==> src/rtl/mem_arb_pkg.sv <==
// rtl/mem_arb_pkg.sv - shared encodings for the unified memory port arbiter
package mem_arb_pkg;

  localparam int AW_DEF = 32;
  localparam int DW_DEF = 32;

  // Wide enough for any starvation limit in 1..15
  localparam int CNT_W = 4;

  typedef enum logic {
    ST_IDLE   = 1'b0,
    ST_ACCESS = 1'b1
  } state_e;

  typedef enum logic [1:0] {
    OWN_NONE = 2'd0,
    OWN_IF   = 2'd1,
    OWN_DM   = 2'd2
  } owner_e;

endpackage

==> src/rtl/mem_arb_pick.sv <==
// rtl/mem_arb_pick.sv - winner select with bounded fetch starvation
module mem_arb_pick
  import mem_arb_pkg::*;
#(
  parameter int STARVE_LIMIT = 4
) (
  input  logic Clk,
  input  logic Reset,
  input  logic if_req,
  input  logic dm_req,
  input  logic grant_evt,
  output logic grant_if,
  output logic grant_dm
);

  localparam logic [CNT_W-1:0] LIMIT = CNT_W'(STARVE_LIMIT);

  logic [CNT_W-1:0] starve_cnt_q;

  // Data side normally wins; fetch wins once it has been passed over LIMIT times
  always_comb begin
    grant_if = if_req && (!dm_req || (starve_cnt_q == LIMIT));
    grant_dm = dm_req && !grant_if;
  end

  // Count data grants made while fetch waits; clear on fetch grant or when fetch is idle
  always_ff @(posedge Clk or posedge Reset) begin
    if (Reset) begin
      starve_cnt_q <= '0;
    end else if (grant_evt) begin
      if (grant_if || !if_req) begin
        starve_cnt_q <= '0;
      end else if (grant_dm && (starve_cnt_q != LIMIT)) begin
        starve_cnt_q <= starve_cnt_q + 1'b1;
      end
    end
  end

endmodule

==> src/rtl/mem_port_arbiter.sv <==
// rtl/mem_port_arbiter.sv - shares one memory port between fetch and data access
module mem_port_arbiter
  import mem_arb_pkg::*;
#(
  parameter int MEM_DEPTH    = 513,
  parameter int STARVE_LIMIT = 4,
  parameter int AW           = AW_DEF,
  parameter int DW           = DW_DEF
) (
  input  logic          Clk,
  input  logic          Reset,
  input  logic          if_req,
  input  logic [AW-1:0] if_addr,
  output logic          if_ack,
  output logic [DW-1:0] if_rdata,
  output logic          if_err,
  input  logic          dm_req,
  input  logic          dm_we,
  input  logic [AW-1:0] dm_addr,
  input  logic [DW-1:0] dm_wdata,
  output logic          dm_ack,
  output logic [DW-1:0] dm_rdata,
  output logic          dm_err,
  output logic [AW-1:0] mem_addr,
  output logic [DW-1:0] mem_wdata,
  output logic          mem_we,
  input  logic [DW-1:0] mem_rdata,
  output logic          busy
);

  // Full-width bound so high address bits are never silently dropped
  localparam logic [AW-1:0] DEPTH_W = AW'(MEM_DEPTH);

  state_e        state_q;
  owner_e        owner_q;
  logic [AW-1:0] addr_q;
  logic [DW-1:0] wdata_q;
  logic          we_q;
  logic          if_ack_q, if_err_q, dm_ack_q, dm_err_q;
  logic [DW-1:0] if_rdata_q, dm_rdata_q;

  logic grant_if, grant_dm, grant_evt, in_range;

  assign grant_evt = (state_q == ST_IDLE);
  assign in_range  = (addr_q < DEPTH_W);

  mem_arb_pick #(
    .STARVE_LIMIT(STARVE_LIMIT)
  ) u_pick (
    .Clk      (Clk),
    .Reset    (Reset),
    .if_req   (if_req),
    .dm_req   (dm_req),
    .grant_evt(grant_evt),
    .grant_if (grant_if),
    .grant_dm (grant_dm)
  );

  // Two-state access sequencer: latch the winner, run one access, register the response
  always_ff @(posedge Clk or posedge Reset) begin
    if (Reset) begin
      state_q    <= ST_IDLE;
      owner_q    <= OWN_NONE;
      addr_q     <= '0;
      wdata_q    <= '0;
      we_q       <= 1'b0;
      if_ack_q   <= 1'b0;
      if_err_q   <= 1'b0;
      dm_ack_q   <= 1'b0;
      dm_err_q   <= 1'b0;
      if_rdata_q <= '0;
      dm_rdata_q <= '0;
    end else begin
      // Acks and their qualifiers are single-cycle pulses
      if_ack_q <= 1'b0;
      if_err_q <= 1'b0;
      dm_ack_q <= 1'b0;
      dm_err_q <= 1'b0;
      case (state_q)
        ST_IDLE: begin
          if (grant_if) begin
            addr_q  <= if_addr;
            wdata_q <= '0;
            we_q    <= 1'b0;
            owner_q <= OWN_IF;
            state_q <= ST_ACCESS;
          end else if (grant_dm) begin
            addr_q  <= dm_addr;
            wdata_q <= dm_wdata;
            we_q    <= dm_we;
            owner_q <= OWN_DM;
            state_q <= ST_ACCESS;
          end
        end
        ST_ACCESS: begin
          // Read data sampled here is the pre-write contents for stores
          case (owner_q)
            OWN_IF: begin
              if_ack_q   <= 1'b1;
              if_err_q   <= !in_range;
              if_rdata_q <= in_range ? mem_rdata : '0;
            end
            OWN_DM: begin
              dm_ack_q   <= 1'b1;
              dm_err_q   <= !in_range;
              dm_rdata_q <= in_range ? mem_rdata : '0;
            end
            default: ;
          endcase
          owner_q <= OWN_NONE;
          state_q <= ST_IDLE;
        end
        default: state_q <= ST_IDLE;
      endcase
    end
  end

  assign if_ack    = if_ack_q;
  assign if_err    = if_err_q;
  assign if_rdata  = if_rdata_q;
  assign dm_ack    = dm_ack_q;
  assign dm_err    = dm_err_q;
  assign dm_rdata  = dm_rdata_q;
  assign mem_addr  = addr_q;
  assign mem_wdata = wdata_q;
  // Derived from state so an asynchronous reset removes the write at once
  assign mem_we    = (state_q == ST_ACCESS) && we_q && in_range;
  assign busy      = (state_q == ST_ACCESS);

endmodule

==> config.mk <==
export PLATFORM = sky130hd
export DESIGN_NAME = mem_port_arbiter
export DESIGN_NICKNAME = d
export VERILOG_FILES = /design/src/rtl/mem_arb_pkg.sv /design/src/rtl/mem_arb_pick.sv /design/src/rtl/mem_port_arbiter.sv
export SDC_FILE = /design/constraint.sdc
export NUM_CORES = 1
export LEC_CHECK = 0
export CORE_ASPECT_RATIO = 1.5
export CORE_UTILIZATION = 38
export DETAILED_ROUTE_END_ITERATION = 8
export GPL_TIMING_DRIVEN = 0
export PLACE_DENSITY = 0.86
export SETUP_SLACK_MARGIN = 0.15
export SLEW_MARGIN = 20
export SYNTH_ARGS = -nofsm -noshare
export SYNTH_HDL_FRONTEND = slang
export SYNTH_SLANG_ARGS = --single-unit
==> constraint.sdc <==
create_clock -name Clk -period 4.13 [get_ports Clk]
set_input_delay 0.413 -clock Clk [delete_from_list [all_inputs] [get_ports Clk]]
set_output_delay 0.413 -clock Clk [all_outputs]
set_load 0.05 [all_outputs]
# Word level (Yosys, flattened, before mapping)
# Cells that the tools add are included.
totals:
  input_bits: 133
  elab_cells: 60
  memories: 0
  latchBits: 0
  ram_bits: 0
  romBits: 0
  register_bits: 140
op_classes:
  muxes: 23
  n_mul: 0
  eq_ne: 5
  shifts: 0
  div: 0
  magnitude_cmp: 1
  addsub: 1
  reduce_logical: 17
  bitwise_logic: 1
ops:
  columns: ["cell", "count"]
  rows:
  - ["$mux 32", 5]
  - ["$lt 32x10->1 const B", 1]
  - ["$mux 1", 12]
  - ["$mux 4", 2]
  - ["$reduce_and 2->1", 4]
  - ["$logic_and 1x1->1", 5]
  - ["$add 4x1->4 const B", 1]
  - ["$eq 4x3->1 const B", 1]
  - ["$logic_not 1->1", 4]
  - ["$mux 2", 2]
  - ["$ne 4x3->1 const B", 1]
  - ["$pmux 2 s2", 1]
  - ["$reduce_bool 2->1", 2]
  - ["$ne 3x1->1 const B", 1]
  - ["$eq 2x1->1 const B", 1]
  - ["$eq 2x2->1 const B", 1]
  - ["$logic_or 1x1->1", 2]
  - ["$pmux 1 s2", 1]
  - ["$not 1->1", 1]

# Depth between registers and ports, before layout
logic_depth:
  word_depth: 8
  ltp_mapped: 8
  ltp_nobuf: 6

# By module
# From an unflattened synthesis, not the netlist that was laid out.
hier_totals:
  cells_unflattened: 487
  area_unflattened_um2: 5838.1
by_module_without_submodules:
  columns: ["module", "area_per_inst_um2", "cells_per_inst", "n_inst", "seq_area_each_um2"]
  rows:
  - ["mem_port_arbiter", 5585.4, 461, 1, 3403.3]
  - ["mem_arb_pick", 252.7, 26, 1, 100.1]

# Worst setup path after synthesis
# No wires, ideal clock.
synth_timing:
  path_kind: "register -> output"
  startpoint: "register addr_q[31] (netlist: mem_addr[31])"
  endpoint: "output port mem_we"
  path_buffers: 1
  stages_incl_launch_ff: 6
  arrival_time_ps: 1927
  required_ps: 3717
  path_slack_ps: 1790
  cell_sequence: "dfrtp_1 > nor4_1 > nand4_1 > nor3_2 > buf_2 > and3_1"
synth_via:
  elab_chain_len: 2
synth_lines:
  columns: ["element", "line_no", "text"]
  rows:
  - ["start: declaration", "mem_port_arbiter.sv:36", "logic [AW-1:0] addr_q;"]
  - ["start signal: assignment", "mem_port_arbiter.sv:82", "addr_q <= if_addr;"]
  - ["start signal: assignment", "mem_port_arbiter.sv:88", "addr_q <= dm_addr;"]
  - ["$lt 32x10->1", "mem_port_arbiter.sv:45", "assign in_range = (addr_q < DEPTH_W);"]
  - ["$logic_and 1x1->1", "mem_port_arbiter.sv:127", "assign mem_we = (state_q == ST_ACCESS) && we_q && in_range;"]
  - ["end: declaration", "mem_port_arbiter.sv:26", "output logic mem_we,"]
# No other way between the ends.

# Worst setup path in the final report
layout_timing:
  startpoint: "register addr_q[12] (netlist: mem_addr[12])"
  endpoint: "output port mem_we"
# The elaborated chain is that of the path after synthesis.

==> run metrics <==
largest net degree at the start of global routing=35; clock sink count=140; antenna-violating nets left=0; std cell rows=55; grt peak-use layer=met2; global routing usage on met3=6.14%; CP Class=register to output port; share of cells above drive strength 1=11.4%; Slew HR=58.0%; grt ovf=0; slowest stage delay, CP=0.85 ns; top_reg_cell synth=dfrtp_1; Area contributors post-synth=dfrtp_1 59%, and2_1 6.7%, mux2i_1 5.4%, a31o_2 5.3%, nand2_1 4.4%; PnR worst setup slack=0.412 ns; gr usage total=23.5%; register bit total from synthesis=140; HP Class=input pin to asynchronous set/reset pin; Max Clk Rate=269 MHz; post-synth top area share=58.6%; CP top delay family=simple AND/OR/NAND/NOR gates; GR Util met2=43.3%; synthesis warning total=0; Post-synth ARST share=100%; worst-margin pin slew=0.625 ns; n_diodes=0; Post-synth EDFFs=0; drt wl/cell=17.3 um; Die Height=156 um; vias in the first global route=5,831; register area share after synthesis=58.6%; Layout area overhead=60.5%; # hold bufs at CTS=0; Max Fanout on Critical Path=10; CTS tree=yes; Worst VDD drop=0.264 mV; WP buf/inv=2; Yosys top cell by area=dfrtp_1; syn avg cell area=10.8 sq um; post-synth cell types=33; CP cell instances=nor4_1, nand4_1, nor3_2, buf_2, and3_1, clkdlybuf4s50_1; Via density=5.06; Mapped Nets=690; critical path's slowest cell=clkdlybuf4s50_1; Post-Syn Area=5980 sq um; Starting Density=39.3%; P_leak=0.00420 uW; Layout Skew=0.0128 ns; gate count of the mapped netlist=555; Remaining DRCs=0; Critical Path Source Type=register; MaxCap Viol Count=0; setup tns final=0 ns; Worst Setup End Kind=output port; RSZ-0062 raised after global routing=false; Post-DP HPWL=13,800 um; CTS H-tree lvls=4; Placer Congestion=0.825; CTS Buf Count=17; period utilization=90.0%; clock latency at the later pin of the worst-skew pair=0.42 ns; Worst Path Arrival=3.30 ns; fin. max-slew vios=0; Starting DRT DRC Count=185; die width=104 um; # fillers=1,211; layout net count=979; Post-CTS Setup Bufs=0; # IOs=267; die area=16,300 sq um; PD cells=451 nW/um^2; Detailed Routing Iterations Pass 1=4; drt total wl=18,300 um; Worst Path Required=3.72 ns; Clock transition at path regs=0.06 ns; CTS root buf=clkbuf_16; outcome=complete, no violations; PortBufs=266; Tmin final=3.72 ns; Place WS=0.850 ns; CTS Buffer Depth=2; via count=5,348; Resized cells post-CTS=0; met1 usage=24.4%; global-route wire length before repair=29,700 um; Core Area=15,200 sq um; final setup vio count=0; Fin. Hold Viols=0; initial antenna violation count=0
==> logic make-up (layout without fill, tap and decap cells) <==
logic type	Yosys count	count (layout)	share of synthesized area, %
compound gates	139	139	15.9
flops	140	140	58.6
buf+inv	49	351	3.97
mux	32	32	5.35
fa+ha+maj	2	2	0.418
simple gates	193	193	15.8
==> layout make-up <==
cell class	instances	area, sq um	share of cell area [%]
Timing Repair Buffer	270	2740	28.6
Buffer	42	211	2.20
Multi-Input combinational cell	366	2240	23.3
Sequential cell	140	3500	36.5
Inverter	7	30.0	0.313
Clock inverter	13	190	1.98
Clock buffer	19	433	4.51
Tap cell	199	249	2.59
==> sequential cells by signal, summed over array words and instances (netlist names), 2 cells and up <==
name,count
owner_q,2
dm_rdata,32
mem_wdata,32
if_rdata,32
u_pick.starve_cnt_q,4
mem_addr,32
==> stage by stage <==
stage	cells	hold slack, ns	instance area [sq um]	total power, uW	util [%]
2_1_floorplan	555	0.448	5990	2240	-
3_3_place_gp	1020	0.462	8900	2700	58.5
3_5_place_dp	1024	0.470	8980	2730	59.0
4_1_cts	1056	0.341	9600	4360	63.1
5_1_grt	1056	0.373	9600	4500	63.1
6_report	1056	0.351	9600	4330	63.1
==> power breakdown <==
group / switching [uW] / internal, uW / total [uW]
Sequential: 95.5 / 1490 / 1590
Combinational: 713 / 404 / 1120
Clock: 604 / 1020 / 1620
Total: 1410 / 2920 / 4330
==> final timing paths <==
check,from,end,slack [ns],depth (start not counted)
setup / recovery,mem_addr[12],mem_we,0.41,6
hold / removal,Reset,mem_addr[5],0.35,2
setup reg to reg,mem_addr[12],if_rdata[23],1.95,6
hold reg to reg,mem_wdata[8],mem_wdata[8],0.48,2
max in group asynchronous,Reset,if_rdata[24],3.03,4
min in group Clk,mem_wdata[8],mem_wdata[8],0.48,2
==> cells in the final DEF, fill, tap and decap left out, drive strengths merged, types with 4 or more instances in the layout <==
cell             n
a21oi           35
a31o            64
and2            64
buf             29
bufinv           4
clkbuf          36
clkdlybuf4s50  266
clkinv           5
dfrtp          140
inv              9
mux2i           32
nand2           70
nor2            36
nor3             5
nor4             7
o21ai           35
==> per-layer routing <==
metal | routed length [um] | vias up
li1 | - | 2499
met1 | 6680 | 2578
met2 | 9850 | 224
met3 | 1080 | 47
met4 | 645 | 0
met5 | 0 | -
==> synth_stat cells, types with 6 or more instances <==
library cell and n:
dfrtp_1 140, nand2_1 70, and2_1 64, a31o_2 36
nor2_1 36, a21oi_1 35, mux2i_1 32, a31o_1 28
o21ai_0 23, clkbuf_1 17, buf_2 16, o21ai_1 12
nor4_1 7, inv_1 6
Note: power is estimated with default switching activity, not from simulation.
